## src/rtl/uart_tx_scheduler.sv

```systemverilog
// rtl/uart_tx_scheduler.sv - round-robin arbiter sharing one UART TX top among NUM_REQ requesters
module uart_tx_scheduler #(
    parameter  int in_width     = 8,
    parameter  int NUM_REQ      = 4,
    parameter  int GAP_CYCLES   = 0,
    parameter  int BUSY_TIMEOUT = 16,
    localparam int IDW          = (NUM_REQ > 1) ? $clog2(NUM_REQ) : 1
) (
    input  logic                        clk,
    input  logic                        rst,
    input  logic [NUM_REQ-1:0]          req,
    input  logic [NUM_REQ*in_width-1:0] req_data,
    input  logic [NUM_REQ-1:0]          req_parity_en,
    input  logic [NUM_REQ-1:0]          req_parity_type,
    output logic [NUM_REQ-1:0]          req_ack,
    output logic [NUM_REQ-1:0]          req_done,
    input  logic                        tx_busy,
    output logic [in_width-1:0]         tx_parallel_data,
    output logic                        tx_data_vaild,
    output logic                        tx_parity_en,
    output logic                        tx_parity_type,
    output logic [IDW-1:0]              active_id,
    output logic                        sched_busy,
    output logic                        tx_err
);

    localparam int TW = $clog2(BUSY_TIMEOUT);
    localparam logic [NUM_REQ-1:0] ONE_HOT0 = NUM_REQ'(1);

    typedef enum logic [2:0] {
        S_IDLE,
        S_LAUNCH,
        S_WAIT_BUSY,
        S_WAIT_DONE,
        S_GAP
    } state_t;

    state_t               state_q, state_d;
    logic [IDW-1:0]       rr_ptr_q, rr_ptr_d;
    logic [TW-1:0]        timer_q, timer_d;
    logic [7:0]           gap_cnt_q, gap_cnt_d;
    logic [IDW-1:0]       active_id_q, active_id_d;
    logic [in_width-1:0]  tx_parallel_data_q, tx_parallel_data_d;
    logic                 tx_parity_en_q, tx_parity_en_d;
    logic                 tx_parity_type_q, tx_parity_type_d;
    logic                 tx_data_vaild_q, tx_data_vaild_d;
    logic [NUM_REQ-1:0]   req_ack_q, req_ack_d;
    logic [NUM_REQ-1:0]   req_done_q, req_done_d;
    logic                 tx_err_q, tx_err_d;
    logic                 sched_busy_q, sched_busy_d;

    logic                 grant_valid;
    logic [IDW-1:0]       grant_id;
    logic                 launch;
    logic                 timer_expired;

    // First pending requester at or after rr_ptr, wrapping around.
    always_comb begin
        int idx;
        grant_valid = 1'b0;
        grant_id    = '0;
        idx         = 0;
        for (int k = 0; k < NUM_REQ; k++) begin
            idx = int'(rr_ptr_q) + k;
            if (idx >= NUM_REQ) idx = idx - NUM_REQ;
            if (!grant_valid && req[idx]) begin
                grant_valid = 1'b1;
                grant_id    = IDW'(idx);
            end
        end
    end

    assign timer_expired = (timer_q == TW'(BUSY_TIMEOUT - 1));

    always_ff @(posedge clk) begin
        if (!rst) begin
            state_q            <= S_IDLE;
            rr_ptr_q           <= '0;
            timer_q            <= '0;
            gap_cnt_q          <= '0;
            active_id_q        <= '0;
            tx_parallel_data_q <= '0;
            tx_parity_en_q     <= 1'b0;
            tx_parity_type_q   <= 1'b0;
            tx_data_vaild_q    <= 1'b0;
            req_ack_q          <= '0;
            req_done_q         <= '0;
            tx_err_q           <= 1'b0;
            sched_busy_q       <= 1'b0;
        end else begin
            state_q            <= state_d;
            rr_ptr_q           <= rr_ptr_d;
            timer_q            <= timer_d;
            gap_cnt_q          <= gap_cnt_d;
            active_id_q        <= active_id_d;
            tx_parallel_data_q <= tx_parallel_data_d;
            tx_parity_en_q     <= tx_parity_en_d;
            tx_parity_type_q   <= tx_parity_type_d;
            tx_data_vaild_q    <= tx_data_vaild_d;
            req_ack_q          <= req_ack_d;
            req_done_q         <= req_done_d;
            tx_err_q           <= tx_err_d;
            sched_busy_q       <= sched_busy_d;
        end
    end

    always_comb begin
        state_d   = state_q;
        timer_d   = timer_q;
        gap_cnt_d = gap_cnt_q;
        case (state_q)
            S_IDLE: begin
                if (grant_valid && !tx_busy) state_d = S_LAUNCH;
            end
            S_LAUNCH: begin
                state_d = S_WAIT_BUSY;
                timer_d = '0;
            end
            S_WAIT_BUSY: begin
                if (tx_busy)            state_d = S_WAIT_DONE;
                else if (timer_expired) state_d = S_IDLE;
                else                    timer_d = timer_q + TW'(1);
            end
            S_WAIT_DONE: begin
                if (!tx_busy) begin
                    if (GAP_CYCLES == 0) begin
                        state_d = S_IDLE;
                    end else begin
                        state_d   = S_GAP;
                        gap_cnt_d = 8'(GAP_CYCLES);
                    end
                end
            end
            S_GAP: begin
                if (gap_cnt_q <= 8'd1) state_d = S_IDLE;
                else                   gap_cnt_d = gap_cnt_q - 8'd1;
            end
            default: state_d = S_IDLE;
        endcase
    end

    // Outputs are computed one edge early so every port comes straight from a flop.
    always_comb begin
        launch             = (state_q == S_IDLE) && (state_d == S_LAUNCH);
        rr_ptr_d           = rr_ptr_q;
        active_id_d        = active_id_q;
        tx_parallel_data_d = tx_parallel_data_q;
        tx_parity_en_d     = tx_parity_en_q;
        tx_parity_type_d   = tx_parity_type_q;
        tx_data_vaild_d    = 1'b0;
        req_ack_d          = '0;
        if (launch) begin
            tx_parallel_data_d = req_data[int'(grant_id)*in_width +: in_width];
            tx_parity_en_d     = req_parity_en[grant_id];
            tx_parity_type_d   = req_parity_type[grant_id];
            active_id_d        = grant_id;
            rr_ptr_d           = (grant_id == IDW'(NUM_REQ - 1)) ? '0 : grant_id + IDW'(1);
            tx_data_vaild_d    = 1'b1;
            req_ack_d          = ONE_HOT0 << grant_id;
        end
        req_done_d   = ((state_q == S_WAIT_DONE) && !tx_busy) ? (ONE_HOT0 << active_id_q) : '0;
        tx_err_d     = (state_q == S_WAIT_BUSY) && !tx_busy && timer_expired;
        sched_busy_d = (state_d != S_IDLE);
    end

    assign req_ack          = req_ack_q;
    assign req_done         = req_done_q;
    assign tx_parallel_data = tx_parallel_data_q;
    assign tx_data_vaild    = tx_data_vaild_q;
    assign tx_parity_en     = tx_parity_en_q;
    assign tx_parity_type   = tx_parity_type_q;
    assign active_id        = active_id_q;
    assign sched_busy       = sched_busy_q;
    assign tx_err           = tx_err_q;

endmodule

```

## config.mk

```make
export PLATFORM = sky130hd
export DESIGN_NAME = uart_tx_scheduler
export DESIGN_NICKNAME = d
export VERILOG_FILES = /design/src/rtl/uart_tx_scheduler.sv
export SDC_FILE = /design/constraint.sdc
export NUM_CORES = 1
export LEC_CHECK = 0
export ABC_AREA = 1
export ABC_CLOCK_PERIOD_IN_PS = 2100
export CAP_MARGIN = 25
export CORE_MARGIN = 8
export CORE_UTILIZATION = 48
export CTS_CLUSTER_DIAMETER = 60
export DETAILED_ROUTE_END_ITERATION = 10
export GPL_TIMING_DRIVEN = 0
export PLACE_DENSITY = 0.8
export SLEW_MARGIN = 30
export SYNTH_ARGS = -nofsm -noshare
export SYNTH_HDL_FRONTEND = slang
export SYNTH_SLANG_ARGS = --single-unit
export TNS_END_PERCENT = 1
```

## constraint.sdc

```tcl
create_clock -name clk -period 2.1 [get_ports clk]
set_input_delay 0.42 -clock clk [delete_from_list [all_inputs] [get_ports clk]]
set_output_delay 0.42 -clock clk [all_outputs]
set_load 0.01 [all_outputs]
```

== After elaboration in Yosys (flattened, before gate mapping) ==
Cells that the tools add are included.
Cells by class
  bitwise logic cells: 1
  reductions and logical operators: 19
  muxes and demuxes: 39
  add/subtract/negate cells: 10
  order comparisons: 10
  shift operators: 3
  eq/ne operators: 9
Operators by type and width (number)
  $lt A32 B4 Y1 const B: 4
  $mux W32: 4
  $shiftx A32 B6 Y8: 1
  $mux W1: 15
  $mux W3: 5
  $pmux W3 S5: 1
  $bmux W1 S2: 6
  $sub A3 B3 Y4 const B: 3
  $mux W2: 5
  $ge A3 B3 Y1 const B: 3
  $le A8 B1 Y1 const B: 1
  $logic_and A1 B1 Y1: 8
  $mux W4: 2
  $pmux W4 S2: 1
  $shl A1 B2 Y4 const A: 2
  $sub A8 B1 Y8 const B: 1
  $add A2 B2 Y3 const B: 2
  $eq A3 B1 Y1 const B: 2
  $eq A3 B2 Y1 const B: 2
  $reduce_and A2 Y1: 3
  $add A4 B1 Y4 const B: 1
  $eq A4 B4 Y1 const B: 1
  $logic_not A1 Y1: 4
  $ne A2 B2 Y1 const B: 2
  other kinds (12): 12
Word-level totals
  logic and storage cells: 104
  input bits: 47
  output and inout port bits: 23
  register bits after elaboration: 40

== Logic depth before layout (Yosys ltp) ==
Gate-level depths: netlist (run 1).
  word-level depth: 21
  depth in mapped cells: 15
  depth with buffers taken out: 14

== Worst setup path before layout (run 1) ==
OpenSTA, ideal clock, no wires.
  kind: in2reg
  start point: input req[2]
  end point: register rr_ptr_q[1]
  setup slack: 0.276 ns
  path buffers: 1
  setup time: 0.119 ns
  stages: 13
  data required time: 1.981 ns
  arrival time: 1.704 ns
  path through: inv_1 -> nand2_1 -> nand3_2 -> nand2_2 -> nor2_1 -> nor2_2 -> nand2_4 -> nand2_4 -> buf_6 -> inv_2 -> ha_1 -> o21ai_0 -> a21oi_1
Between the ends
  elaborated cells on any way between the ends: 34
  those cells by class: 1 x add/sub; 2 x eq/ne; 23 x mux; 8 x reduce/logical
RTL lines
  from (decl): line 11  | input logic [NUM_REQ-1:0] req,
  $bmux W1 S2: line 66  | if (!grant_valid && req[idx]) begin
  $mux W1 (implied by the code) (2 in a row): line 66
  $mux W1: line 66
  $logic_not A1 Y1: line 66
  $logic_and A1 B1 Y1: line 66
  $mux W1: line 66
  $logic_not A1 Y1: line 66
  $logic_and A1 B1 Y1: line 66
  $mux W1: line 66
  $logic_not A1 Y1: line 66
  $logic_and A1 B1 Y1: line 66
  $mux W2 (*): line 66
  via grant_id[0]: line 53  | logic [IDW-1:0] grant_id;
  $add A2 B1 Y2 / $eq A2 B2 Y1 (equally long branches): line 157  | rr_ptr_d = (grant_id == IDW'(NUM_REQ - 1)) ? '0 : grant_id + IDW'(1);
  $mux W2 (*): line 157
  to (signal assigned): line 92  | rr_ptr_q <= rr_ptr_d;
  to (decl): line 39  | logic [IDW-1:0] rr_ptr_q, rr_ptr_d;
Mark *: on every way through the listed nets, which the timed path passes. The rest lies on a longest branch. The select of a mux whose other input is x is not followed.
A chain may end at the register's enable or synchronous reset.

== Final worst setup path (run 1) ==
  start point: input req[3]
  end point: register rr_ptr_q[1]
The elaborated chain is that of the path after synthesis.

==> metrics.yaml, run 1 <==
status: "finished clean"
vias_per_cell: 4.878
diodes: 0
core_um2: 5010
die_h_um: 87.17
overflow: 0
clkLatencyLatePin_ns: 0.29
p_leak_uw: 0.001644
wirelength_um: 6543
drt-met1-wl_um: 2760
seq_area_frac_synth_pct: 32.94
start_util_pct: 48.53
power.total_uw: 4640
hold_violations: 0
yosys_register_bits: 40
drv_slew: 0
wl_per_cell_um: 12.49
ir_worst_vdd_v: 0.001098
path_common_cell: "nand2_2"
start_kind: "input pin"
grt_max_degree: 16
drive_gt1_share_pct: 14.10
fin_util_pct: 67.88
worstPathRequired_ns: 2.27
cts_buffers: 5
switchingPower_uw: 2120
cap_violations: 0
synth_ff_type: "dfxtp_1"
io_buffers: 69
wl_met3_um: 493
cts_hold_buffers: 0
synth_edf_count: 0
reg2reg_depth: 14
ys_warn_count: 0
period_share_pct: 95.34
cts-root-buf: "clkbuf_8"
syn_avg_cell_area_um2: 6.570
power_density_nw_per_um2: 1364
max_freq_mhz: 499.5
worst_slew_pin_slew_ns: 0.5258
rsz0062_at_grt: "no"
crit_type: "input pin to flip-flop"
p_int_uw: 2520
relSlewSlack_pct: 64.95
io_pins: 70
synthToLayoutAreaGrowth_pct: 39.89
path_cells: "clkdlybuf4s50_1 -> inv_1 -> nand2_2 -> nand3_4 -> nand2_4 -> nor2_8 -> nand2_1 -> nand3_2 -> nand2_2 -> inv_2 -> buf_8 -> ha_1 -> o21ai_1 -> a21oi_1"
nFillCells: 475
async_flop_share_pct: 0
drt_pass1_iterations: 4
setup_viol: 0
cts_tree: "built"
die_w_um: 87.17
ys_types: 34
synthesis.nets: 421
synth.area.top_cells: "dfxtp_1 33%, nand2_1 13%, inv_1 9.7%"
max_stage_delay_ns: 0.48
cts-htree-levels: 2
drc: 0
dp_hpwl_um: 4934
fin_nets: 505
end_kind: "flip-flop"
cp_slowest_cell: "clkdlybuf4s50_1"
drt_iter0_drc: 169
post-place-ws_ns: -0.3669
pwr-share-comb_pct: 67.4
sw_frac_of_total_pct: 45.69
synth_top_area_cell: "dfxtp_1"
finalWeightedCongestion: 0.8291
setup_ws_ns: 0.09795
postSynthCellCount: 370
worstHoldPathType: "flip-flop to flip-flop"
clock-skew-final_ns: 0.006118
clock-sinks: 40
cts.clk_slew.worst_paths_ns: 0.08
path_max_fanout: 7
row_count: 26
antenna_found_initial: 0
pwr-share-clk_pct: 10.3
clockBufferDepth: 2
grt_pass1_wl_um: 10610
whs_path_depth: 2
synth.top_cell.area_share_pct: 32.94
critPathArrivalTime_ns: 2.18
grtUsageTotal_pct: 17.53
postRouteAntennaNets: 0
die_area_um2: 7598
grt_pass1_vias: 2447
syn_area_um2: 2431
routed.top_layer: "met4"
min_period_ns: 2.002
vias: 2556
wl_met2_um: 3242
seqPwrFrac_pct: 22.3
-- power groups by stage --
stage | Sequential [uW] | Combinational [uW] | Clock [uW]
2_1_floorplan | 1080 | 1920 | 0
3_3_place_gp | 1030 | 2680 | 0
3_5_place_dp | 1040 | 2740 | 0
4_1_cts | 1020 | 2710 | 490
5_1_grt | 1050 | 3440 | 519
6_report | 1030 | 3130 | 479
-- Yosys cell counts (2+ instances only) --
cell	count
a21oi_1	13
a31oi_1	2
buf_2	3
buf_4	3
buf_6	4
clkbuf_1	2
dfxtp_1	40
ha_1	4
inv_1	63
inv_2	5
nand2_1	81
nand2_2	7
nand2_4	5
nand3_1	47
nand3_2	3
nand3b_1	11
nand4_1	4
nor2_1	48
o21ai_0	6
o31ai_2	2
or2_0	2
or2_2	2
xnor2_1	2
-- cell families (layout without fill, tap and decap cells) --
kind of cell	after synthesis	count (layout)	share of synthesized area (%)
xor+xnor	3	3	1.081
compound gates	28	28	6.999
buf+inv	81	165	14.51
fa+ha+maj	4	4	2.059
flops	40	40	32.94
simple gates	214	214	42.41
-- placed cells by master (no fill, tap or decap), drive strengths merged, types with 8 or more instances in the layout --
cell type and instances:
nand3 51, nand2 93, a21oi 13, clkbuf 9, o21ai 8, inv 68
nor2 50, dfxtp 40, clkdlybuf4s50 66, nand3b 11, buf 18
-- routing by layer --
metal,global-route usage [%],vias to the layer above
li1,-,1322
met1,19.07,1152
met2,30.53,78
met3,6.887,4
met4,5.156,0
met5,0,-
-- worst paths after layout --
path	start	to	slack [ns]
max	req[3]	rr_ptr_q[1]	0.1
min	active_id[1]	req_done[2]	0.50
max reg2reg	rr_ptr_q[0]	rr_ptr_q[1]	0.20
min reg2reg	active_id[1]	req_done[2]	0.50
-- sequential cells by signal (all words and copies together), names as in the netlist --
signal and cells:
active_id 2, gap_cnt_q 8, req_ack 4, req_done 4, rr_ptr_q 2, sched_busy 1
state_q 3, timer_q 4, tx_data_vaild 1, tx_err 1, tx_parallel_data 8, tx_parity_en 1
tx_parity_type 1
-- metrics by stage --
step / area [um^2] / hold slack, ns / setup TNS, ns / std cells
after floorplan: 2431 / 0.4627 / 0 / 370
after global placement: 3209 / 0.4710 / -1.187 / 509
after detailed placement: 3209 / 0.4770 / -1.673 / 509
after CTS: 3281 / 0.4934 / 0 / 515
after global routing: 3401 / 0.5155 / 0 / 524
final: 3401 / 0.4974 / 0 / 524
-- worst max-delay path, delay by kind of cell --
family	cells	cell delay, ns
compound gates	2	0.16
fa+ha+maj	1	0.27
buf+inv	4	0.73
simple gates	7	0.60
-- cell type report --
cell class | count | area, um^2 | area share (%)
Multi-Input combinational cell | 249 | 1319 | 38.78
Sequential cell | 40 | 802.0 | 23.58
Timing Repair Buffer | 78 | 765.7 | 22.52
Inverter | 68 | 255.2 | 7.506
Buffer | 12 | 93.84 | 2.759
Tap cell | 70 | 87.58 | 2.575
Clock buffer | 6 | 72.57 | 2.134
Clock inverter | 1 | 5.005 | 0.1472
-- repair_timing --
action	4_1_cts	5_1_grt
resized for setup	1	19
pin swaps	0	5
buffers inserted	0	9
setup endpoints to repair	1	12
(Power assumes the default switching activity.)
==> run 2, diff against run 1 <==
- CORE_ASPECT_RATIO: not set -> 1.1
==> metrics.yaml, run 2 (same netlist as run 1, synthesis figures left out) <==
startpoint: "req[3]"
cts-root-buf: "clkbuf_8"
postRouteAntennaNets: 0  # unchanged
cts-htree-levels: 2  # unchanged
worst_slew_pin_slew_ns: 0.4981  # -0.02770 ns
fin_area_um2: 3415  # +0.40%
r2r-start: "rr_ptr_q[0]"
grt_util_met3_pct: 7.310  # +0.42 points
overflow: 0  # unchanged
busiest_layer: "met2"
core_um2: 4932  # -1.5%
die_h_um: 90.64  # +4.0%
row_count: 27  # +3.8%
cts.clk_slew.worst_paths_ns: 0.08  # about the same
setup_viol: 0  # unchanged
wl_per_cell_um: 12.59  # +0.80%
dp_hpwl_um: 4884  # -1.0%
switchingPower_uw: 2161  # +1.9%
drt_iter0_drc: 101  # -40%
rrSetupSlack_ns: 0.23  # +0.03 ns
drt_pass1_iterations: 4  # unchanged
p_int_uw: 2559  # +1.5%
reg2reg_depth: 14  # unchanged
power_density_nw_per_um2: 1382  # +1.3%
drive_gt1_share_pct: 14.98  # +0.88 points
sw_frac_of_total_pct: 45.79  # +0.098 points
layout_common_cells: "76 x nand2_1, 67 x clkdlybuf4s50_1, 59 x inv_1"
seqPwrFrac_pct: 21.6  # -0.7 points
nFillCells: 418  # -12%
fin_nets: 504  # -0.20%
dp_cells: 497  # -2.4%
status: "finished clean"
grt_pass1_vias: 2503  # +2.3%
clock-skew-final_ns: 0.007886  # +0.001767 ns
grt_max_degree: 16  # unchanged
layout.cells.non_filler: 512  # -2.3%
die_w_um: 83.86  # -3.8%
use_met2_pct: 27.62  # -2.9 points
r2r_end: "tx_parallel_data[1]"
cts_tree: "built"
relSlewSlack_pct: 66.79  # +1.8 points
vias: 2526  # -1.2%
setup_tns_ns: 0  # unchanged
max_freq_mhz: 506.1  # +1.3%
io_buffers: 69  # unchanged
period_share_pct: 94.09  # -1.2 points
holdWs_ns: 0.4825  # -0.01490 ns
worstPathRequired_ns: 2.30  # +0.03 ns
path_max_fanout: 10  # +3
grtUsageMet1_pct: 17.55  # -1.5 points
final_common_cell: "nand2_1"
start_util_pct: 49.29  # +0.76 points
ir_worst_vdd_v: 0.001079  # -1.7%
clkLatencyLatePin_ns: 0.30  # about the same
grtUsageTotal_pct: 16.42  # -1.1 points
hold_violations: 0  # unchanged
end_kind: "flip-flop"
finalWeightedCongestion: 0.8504  # +2.6%
start_kind: "input pin"
grt_pass1_wl_um: 10620  # about the same
pwr-share-clk_pct: 11.2  # +0.9 points
cts_buffers: 5  # unchanged
crit_type: "input pin to flip-flop"
diodes: 0  # unchanged
antenna_found_initial: 0  # unchanged
critPathArrivalTime_ns: 2.18  # about the same
io_pins: 70  # unchanged
vias_per_cell: 4.934  # +1.1%
wirelength_um: 6444  # -1.5%
place_area_um2: 3194  # -0.47%
clockBufferDepth: 2  # unchanged
drv_slew: 0  # unchanged
min_period_ns: 1.976  # -0.02620 ns
endpoint: "tx_parallel_data[1]"
clock-sinks: 40  # unchanged
drc: 0  # unchanged
synthToLayoutAreaGrowth_pct: 40.45
die_area_um2: 7601  # about the same
worstHoldPathType: "flip-flop to flip-flop"
p_leak_uw: 0.001641  # -0.17%
cap_violations: 0  # unchanged
pwr-share-comb_pct: 67.2  # -0.2 points
-- run 2: per-stage QoR --
stage	total power, uW	setup WS [ns]	util, %
final	4720	0.1241	69.23
after detailed placement	3761	-0.3959	64.76
after global routing	5123	-0.01774	69.23
after global placement	3718	-0.3436	64.76
after CTS	4301	0.02031	66.69
after floorplan	2995	0.2761	-
-- run 2: metal layers --
metal  wire length [um]  part of all wire [%]
met5                  0                     0
met4                 89                   1.4
met1               2766                    43
met3                512                   7.9
met2               3075                    48
-- run 2: cell type report --
type                       instances  area, um^2  area share, %
clock buffer                       6       82.58          2.418
timing repair buffer              77       755.7          22.13
buffer                            12       92.59          2.712
multi-input combinational        249        1344          39.36
inverter                          68       255.2          7.475
clock inverter                     2       10.01         0.2931
tap                               58       72.57          2.125
sequential                        40       802.0          23.49
-- run 2: repair_timing --
action / CTS / global route
pin swaps: 2 / 6
hold buffers: 0 / 0
setup endpoints to repair: 1 / 12
setup buffers: 0 / 8
gates resized for setup: 3 / 21
-- run 2: worst min path at each step --
stage,slack [ns],start,cells after the start,to
2_1_floorplan,0.46,gap_cnt_q[0],2,gap_cnt_q[0]
3_3_place_gp,0.47,active_id[0],1,req_done[2]
3_5_place_dp,0.47,active_id[0],1,req_done[2]
4_1_cts,0.49,active_id[0],1,req_done[2]
5_1_grt,0.51,active_id[0],1,req_done[2]
6_report,0.48,active_id[0],1,req_done[0]
-- run 2: power by group through the flow --
stage                     combinational [uW]  clock, uW  sequential [uW]
after detailed placement                2730          0             1030
after floorplan                         1920          0             1080
final                                   3170        526             1020
after global placement                  2690          0             1030
after global routing                    3510        570             1040
after CTS                               2750        540             1020
-- run 2: critical path: stages --
cell	delay, ns
clkdlybuf4s50_1	0.44
inv_2	0.08
nand2_2	0.07
nand3_4	0.10
nand2_4	0.08
nor2_8	0.14
nand3_4	0.09
nand3_2	0.07
nand2_2	0.07
buf_4	0.15
buf_4	0.17
nand3_1	0.11
nand3_1	0.09
nand2_1	0.06
inv_1	0.03
==> run 3, diff against run 2 <==
- CELL_PAD_IN_SITES_DETAIL_PLACEMENT: not set -> 1
- CELL_PAD_IN_SITES_GLOBAL_PLACEMENT: not set -> 2
- CORE_UTILIZATION: 48 -> 25
- PLACE_DENSITY: 0.8 -> 0.79
- REMOVE_ABC_BUFFERS: not set -> 1
==> metrics.yaml, run 3 (same netlist as run 1, synthesis figures left out) <==
regArea_um2: 808.3  # +0.78%
nFillCells: 1157  # +180%
relSlewSlack_pct: 62.65  # -4.1 points
final_common_cell: "nand2_1"
postRouteAntennaNets: 0  # unchanged
cts_buffers: 5  # unchanged
wl_per_cell_um: 14.07  # +12%
overflow: 0  # unchanged
place_area_um2: 3171  # -0.74%
die_h_um: 119.4  # +32%
diodes: 0  # unchanged
clkLatencyLatePin_ns: 0.29  # about the same
status: "finished clean"
grt_max_degree: 25  # +9
path_cells: "clkdlybuf4s50_1 -> inv_1 -> nand2_2 -> nand3_2 -> nand2_4 -> nor2_8 -> nand4_1 -> nand2_8 -> inv_6 -> ha_1 -> o21ai_1 -> a21oi_1"
cp_slowest_cell: "clkdlybuf4s50_1"
rsz0062_at_grt: "yes"
start_util_pct: 25.87  # -23 points
clockBufferDepth: 2  # unchanged
setup_viol: 0  # unchanged
fin_nets: 507  # +0.60%
start_kind: "input pin"
cap_violations: 0  # unchanged
worst_slew_pin_slew_ns: 0.5572  # +0.05914 ns
grtUsageTotal_pct: 12.35  # -4.1 points
period_share_pct: 96.70  # +2.6 points
crit_type: "input pin to flip-flop"
min_period_ns: 2.031  # +0.05493 ns
dp_hpwl_um: 5561  # +14%
drt_pass1_iterations: 4  # unchanged
hold_violations: 0  # unchanged
cts.clk_slew.worst_paths_ns: 0.08  # about the same
setup_tns_ns: 0  # unchanged
core_um2: 9398  # +91%
multi_input_comb_area_um2: 1391  # +3.5%
grt_pass1_vias: 2721  # +8.7%
drive_gt1_share_pct: 16.19  # +1.2 points
die_area_um2: 13140  # +73%
clock-skew-final_ns: 0.004761  # -0.003124 ns
cts_tree: "built"
ir_worst_vdd_v: 0.0005194  # -52%
die_w_um: 110.0  # +31%
drt_iter0_drc: 71  # -30%
io_buffers: 69  # unchanged
synthToLayoutAreaGrowth_pct: 47.45
cts-root-buf: "clkbuf_8"
worstHoldPathType: "flip-flop to flip-flop"
row_count: 37  # +37%
cts-htree-levels: 2  # unchanged
grt_pass1_wl_um: 13190  # +24%
power_density_nw_per_um2: 1388  # +0.41%
max_stage_delay_ns: 0.42  # -0.02 ns
vias: 2576  # +2.0%
drc: 0  # unchanged
antenna_found_initial: 0  # unchanged
vias_per_cell: 4.488  # -9.0%
layout_common_cells: "74 x nand2_1, 66 x clkdlybuf4s50_1, 58 x inv_1"
end_kind: "flip-flop"
finalWeightedCongestion: 0.7926  # -6.8%
io_pins: 70  # unchanged
clock-sinks: 40  # unchanged
p_leak_uw: 0.001683  # +2.5%
drv_slew: 0  # unchanged
path_max_fanout: 12  # +2
critPathArrivalTime_ns: 2.22  # +0.04 ns
max_freq_mhz: 492.4  # -2.7%
worstPathRequired_ns: 2.29  # about the same
fin_util_pct: 38.14  # -31 points
wirelength_um: 8074  # +25%
fin_area_um2: 3585  # +5.0%
-- run 3: power by group --
group	internal, uW	leakage (uW)	switching, uW	total, uW
combinational	1350	0.00130	1930	3280
sequential	925	0.000328	136	1060
clock	353	0.0000552	285	639
total	2630	0.00168	2350	4980
-- run 3: layout make-up --
type | instances | share of cell area [%]
repair buffers | 88 | 23.91
multi-input cells | 252 | 38.81
inverters | 68 | 7.504
well taps | 117 | 4.084
flip-flops and latches | 40 | 22.55
repair inverters | 1 | 0.1396
clock buffers | 6 | 2.024
clock inverters | 2 | 0.9773
-- run 3: path summary, 6_finish.rpt --
kind                                    end  depth (start not counted)  slack (ns)    startpoint
worst max-delay path            rr_ptr_q[1]                         12        0.07        req[1]
worst min-delay path            req_done[2]                          2        0.50  active_id[1]
worst max register to register  rr_ptr_q[1]                         12        0.10   rr_ptr_q[0]
worst min register to register  req_done[2]                          2        0.50  active_id[1]
-- run 3: metal layers --
metal / GRT usage [%] / part of all wire [%]
met1: 14.36 / 43
met5: 0 / 0
met2: 21.42 / 49
met4: 2.029 / 0.67
met3: 4.207 / 7.3
-- run 3: critical path: cells and delay by family --
kind	cells	cell delay, ns
AND/OR/NAND/NOR	6	0.75
buffers and inverters	3	0.59
adder cells (fa/ha/maj)	1	0.27
AO/OA/AOI/OAI	2	0.17
-- run 3: repair_timing --
item                                   4_1_cts  5_1_grt
hold buffers                                 0        0
pin swaps                                    7       11
buffers inserted                             8       11
setup endpoints to repair                   18       18
endpoints found under the hold margin        0        0
gates resized for setup                     16       21
cloned                                       3        1
-- run 3: per-stage QoR --
step,setup slack (ns),hold slack [ns],power [uW],cells
5_1_grt,-0.03470,0.5289,5399,574
4_1_cts,0.01395,0.5022,4763,562
2_1_floorplan,-0.2524,0.4627,2730,357
6_report,0.06921,0.4989,4975,574
3_5_place_dp,-0.9886,0.4887,3570,543
3_3_place_gp,-0.9527,0.4753,3523,543
==> RTL change 1: new RTL, config.mk and constraints of run 3 <==
Change the parameter `BUSY_TIMEOUT` from 16 to 8.
--- a/src/rtl/uart_tx_scheduler.sv
+++ b/src/rtl/uart_tx_scheduler.sv
@@ -3,7 +3,7 @@
     parameter  int in_width     = 8,
     parameter  int NUM_REQ      = 4,
     parameter  int GAP_CYCLES   = 0,
-    parameter  int BUSY_TIMEOUT = 16,
+    parameter  int BUSY_TIMEOUT = 8,
     localparam int IDW          = (NUM_REQ > 1) ? $clog2(NUM_REQ) : 1
 ) (
     input  logic                        clk,
Behaviour: no difference found for any inputs over 10 cycles, from zero or initial values and one cycle with rst low; that may be too few to reach the edited logic, so the function may still have changed.
==> RTL change 1 against run 3 <==
Clock skew increased by 0.00082 ns. Wire length is 0.72% higher. Global-route usage down 0.35 points. Non-clock buffer count decreased by 6. Worst setup slack better by 0.016 ns. Die area decreased by 6.0%. Area after synthesis fell by 7.0%. Power rose by 11%. Sequential cell count fell by 1. Design area down 2.4%. Highest routed layer unchanged.
==> RTL change 1: results (changes against run 3) <==
| Metric | Value |
|---|---|
| Vias in the first global route | 2525 (-7.2%) |
| Global routing met3 resource utilization | 4.12% (-0.091 points) |
| Worst path arrival time | 2.20 ns (-0.02 ns) |
| Leak | 0.00157 µW (-6.9%) |
| Met3 wire length | 577 µm (-2.2%) |
| CTS H-Tree Depth | 2 (unchanged) |
| Status | finished clean |
| Peak VDD IR | 486 µV (-6.4%) |
| NumNets Final | 472 (-6.9%) |
| Crit-path max cell delay | 0.48 ns (+0.06 ns) |
| Count of cell types in the netlist | 35 (+2.9%) |
| Clock latency on the worst-skew pair | 0.30 ns |
| Clock Root Buffer | clkbuf_8 |
| Hpwl dp | 5.07 mm (-8.8%) |
| Met2 routed WL | 3.93 mm (+0.41%) |
| Top Layer Used | met4 |
| Combinational share of power | 68.7% (+2.9 points) |
| TritonCTS buffer count | 5 (unchanged) |
| Post-synth top flop | dfxtp_1 |
| Skew final | 0.00558 ns (+0.000823 ns) |
| Starting DRT DRC Count | 103 (+45%) |
| Hold Path Class | reg2reg |
| Clock buffer depth | 2 (unchanged) |
| Initial antenna violation count | 0 (unchanged) |
| Worst-path clk slew | 0.08 ns (about the same) |
| Max_slew headroom | 43.6% (-19 points) |
| Diodes inserted | 0 (unchanged) |
| Layout cell share with drive strength beyond 1 | 15.9% (-0.32 points) |
| Drt wl/cell | 15.2 µm (+7.9%) |
| Largest net degree at the start of global routing | 22 (-12%) |
| GR Util met1 | 13.6% (-0.79 points) |
| Pre-Repair DR Iteration Count | 4 (unchanged) |
| Gr usage total | 12.0% (-0.35 points) |
| Post-synthesis async set-or-reset flop share | 0% (unchanged) |
| Ranking of synthesized cells by area | dfxtp_1 35%, nand2_1 14%, nand3_1 11%, inv_1 8.1%, nor2_1 5.8% |
| Fill count | 1098 (-5.1%) |
| First-pass GRT wire length | 12.0 mm (-9.3%) |
| Ys Warns | 0 (unchanged) |
| Final GP Congestion | 0.720 (-9.1%) |
| Buffers on Ports | 69 (unchanged) |
| Worst path slowest cell | clkdlybuf4s50_1 |
| Commonest cells post-synth | 82 x nand2_1, 49 x inv_1, 48 x nand3_1 |
| Internal | 2700 µW (+2.8%) |
| Placed Instance Area | 0.00298 mm² (-6.0%) |
| Max FO, Critical Path | 5 (-7) |
| Routed met1 length | 3.53 mm (+0.68%) |
| Sequential share of the synthesized area | 34.5% (+1.6 points) |
| Power share of the clock group | 11.8% (-1.0 points) |
| Post-DR vias/cell | 4.60 (+2.6%) |
| Met2 GRT Util | 20.5% (-0.89 points) |
## RTL change 1: repair_timing
action / CTS / global route
setup endpoints to repair: 20 / 20
cloned: 2 / 5
buffers inserted: 0 / 13
pin swaps: 3 / 10
resized for setup: 11 / 38
## RTL change 1: stage by stage
step / std cells / hold slack (ns) / total power (µW) / utilization [%] / setup WS (ns)
after global routing: 536 / 0.494 / 5930 / 39.6 / -0.0311
after floorplan: 325 / 0.444 / 2710 / - / -0.0219
after detailed placement: 508 / 0.455 / 3610 / 33.8 / -1.05
after global placement: 508 / 0.454 / 3580 / 33.8 / -1.03
final: 536 / 0.467 / 5500 / 39.6 / 0.0857
after CTS: 518 / 0.475 / 4550 / 35.8 / 0.0218
## RTL change 1: worst max-delay path, delay by kind of cell
kind            cells  cell delay (ns)
buf+inv             4             0.82
simple gates        4             0.52
compound gates      3             0.44
## RTL change 1: logic make-up after synthesis
family | after synthesis | share of synthesized area, %
and+or+nand+nor | 191 | 39.6
adders and majority gates | 4 | 2.21
buffers and inverters | 65 | 14.2
DFF | 39 | 34.5
AOI/OAI and AO/OA | 38 | 9.52
## RTL change 1: final cells by class
cell class / instances / area share, %
timing repair buffer: 82 / 23.0
sequential: 39 / 22.5
clock inverter: 3 / 1.25
tap: 114 / 4.08
inverter: 53 / 6.19
clock buffer: 5 / 1.97
multi-input combinational: 240 / 41.0
## RTL change 1: final timing paths
kind | depth (start not counted) | slack [ns] | startpoint | to
worst max-delay path | 11 | 0.09 | req[3] | register
worst min-delay path | 1 | 0.47 | active_id[0] | req_done[0]
worst max register to register | 14 | 0.13 | rr_ptr_q[1] | tx_parallel_data[3]
worst min register to register | 1 | 0.47 | active_id[0] | req_done[0]
==> RTL change 2: new RTL, settings of run 3 <==
Made on the original files. Encoding of `state_t`: now one-hot (5 bits for 5 states).
--- a/src/rtl/uart_tx_scheduler.sv
+++ b/src/rtl/uart_tx_scheduler.sv
@@ -27,12 +27,12 @@
     localparam int TW = $clog2(BUSY_TIMEOUT);
     localparam logic [NUM_REQ-1:0] ONE_HOT0 = NUM_REQ'(1);
 
-    typedef enum logic [2:0] {
-        S_IDLE,
-        S_LAUNCH,
-        S_WAIT_BUSY,
-        S_WAIT_DONE,
-        S_GAP
+    typedef enum logic [4:0] {
+        S_IDLE      = 5'b00001,
+        S_LAUNCH    = 5'b00010,
+        S_WAIT_BUSY = 5'b00100,
+        S_WAIT_DONE = 5'b01000,
+        S_GAP       = 5'b10000
     } state_t;
 
     state_t               state_q, state_d;
Check against the original RTL: no difference found for any inputs over 10 cycles, from zero or initial values and one cycle with rst low; not proved beyond that.
==> RTL change 2 against run 3 <==
The flow now finishes with violations (setup timing). Die area up 1.9%. Power down 10%. Design area up 1.3%. Sequential cell count up 2. Worst setup slack worse by 0.074 ns. Clock skew about the same. Area after synthesis up 2.3%. Wire length up 4.3%. Critical path depth up 2. Critical endpoint is now rr_ptr_q[0]. Highest routed layer unchanged.
==> RTL change 2: results (changes against run 3) <==
| Metric | Value |
|---|---|
| Post-CTS Setup Bufs | 7 (-1) |
| DR vias | 2642 (+2.6%) |
| Status | finished, violations left |
| Comb power | 2740 µW (-16%) |
| Pre-Repair DR Iteration Count | 5 (+1) |
| R2R cell count | 14 (+2) |
| First-pass GRT wire length | 14.1 mm (+7.2%) |
| Final GP Congestion | 0.759 (-4.3%) |
| Max_slew headroom | 37.7% (-25 points) |
| Layout cell share with drive strength beyond 1 | 13.7% (-2.5 points) |
| GR Util met1 | 13.8% (-0.53 points) |
| Final setup violating endpoints | 1 (+1) |
| Leak | 0.00173 µW (+2.8%) |
| Compound-cell area share of the yosys netlist | 9.01% (+2.0 points) |
| Synthesized area per cell | 6.28 µm² (-4.4%) |
| Global routing met3 resource utilization | 4.71% (+0.50 points) |
| Largest net degree at the start of global routing | 25 (unchanged) |
| R2r setup slk | 0.08 ns (-0.02 ns) |
| Final WL | 8.42 mm (+4.3%) |
| Gr usage total | 12.6% (+0.25 points) |
| Ys Warns | 0 (unchanged) |
| Clk power | 632 µW (-1%) |
| Skew final | 0.00443 ns (-0.000329 ns) |
| Count of cell types in the netlist | 26 (-24%) |
| Max FO, Critical Path | 4 (-8) |
| XOR/XNOR share of the synthesized area | 0.352% (-0.73 points) |
| Met2 routed WL | 4.21 mm (+7.4%) |
| Setup WS post-layout | -0.00508 ns (-0.0743 ns) |
| Met3 wire length | 599 µm (+1.5%) |
| Fill count | 1259 (+8.8%) |
| Routed met1 length | 3.53 mm (+0.68%) |
| Crit-path max cell delay | 0.51 ns (+0.09 ns) |
| Placement Setup Slack | -1.08 ns (-0.0952 ns) |
| Peak VDD IR | 358 µV (-31%) |
| TritonCTS buffer count | 5 (unchanged) |
| Starting DRT DRC Count | 67 (-5.6%) |
| Drt wl/cell | 14.2 µm (+0.63%) |
| Worst path arrival time | 2.31 ns (+0.09 ns) |
| Vias in the first global route | 2926 (+7.5%) |
| Sequential share of the synthesized area | 33.8% (+0.88 points) |
| Hold Path Origin | gap_cnt_q[7] |
| Buffers on Ports | 69 (unchanged) |
| Met2 GRT Util | 22.7% (+1.3 points) |
| Hpwl dp | 5.71 mm (+2.7%) |
| Failing checks | setup timing |
| Min Hold Slack | 0.468 ns (-0.0305 ns) |
| DP Cell Count | 571 (+5.2%) |
| Post-synth top flop | dfxtp_1 |
| Sw Pwr | 2030 µW (-13%) |
| Ranking of synthesized cells by area | dfxtp_1 34%, nand2_1 13%, nand3_1 13%, inv_1 12%, nor2_1 6.0% |
| Hold path endpoint | gap_cnt_q[7] |
| NumNets Final | 525 (+3.6%) |
| Placed Instance Area | 0.00323 mm² (+1.8%) |
| Total power | 4460 µW (-10%) |
| R2R Path End | rr_ptr_q[0] |
| Worst hold stages | 1 (-1) |
| Adder-cell share of the synthesized area | 2.01% (-0.046 points) |
| Number of gates resized after CTS | 17 (+1) |
| Commonest cells post-synth | 85 x nand2_1, 82 x inv_1, 63 x nand3_1 |
| Setup TNS Final | -0.00508 ns (-0.00508 ns) |
[RTL change 2: changes by cell type after synthesis, moves of 3 or more]
cell	delta
nand3_1	+16
nand2_1	+4
o21a_1	+9
o21ai_0	+3
nor2_1	-8
nor3_1	+5
buf_4	+3
nand3b_1	-11
nand2_4	-4
inv_1	+19
[RTL change 2: how the worst max path moves through the flow]
stage,startpoint,to,slack (ns)
after CTS,req[3],rr_ptr_q[1],-0.08
after global placement,req[1],rr_ptr_q[1],-1.06
after detailed placement,req[3],rr_ptr_q[1],-1.08
after floorplan,rr_ptr_q[0],rr_ptr_q[1],-0.25
final,req[0],rr_ptr_q[0],-0.005
after global routing,req[1],rr_ptr_q[1],-0.10
[RTL change 2: cell type report]
cell class	count	area [µm²]	share of cell area [%]
Multi-Input combinational cell	258	1410	38.9
Sequential cell	42	846	23.3
Timing Repair Buffer	81	792	21.8
Inverter	86	323	8.89
Tap cell	120	150	4.14
Clock buffer	7	76.3	2.10
Clock inverter	1	30.0	0.827
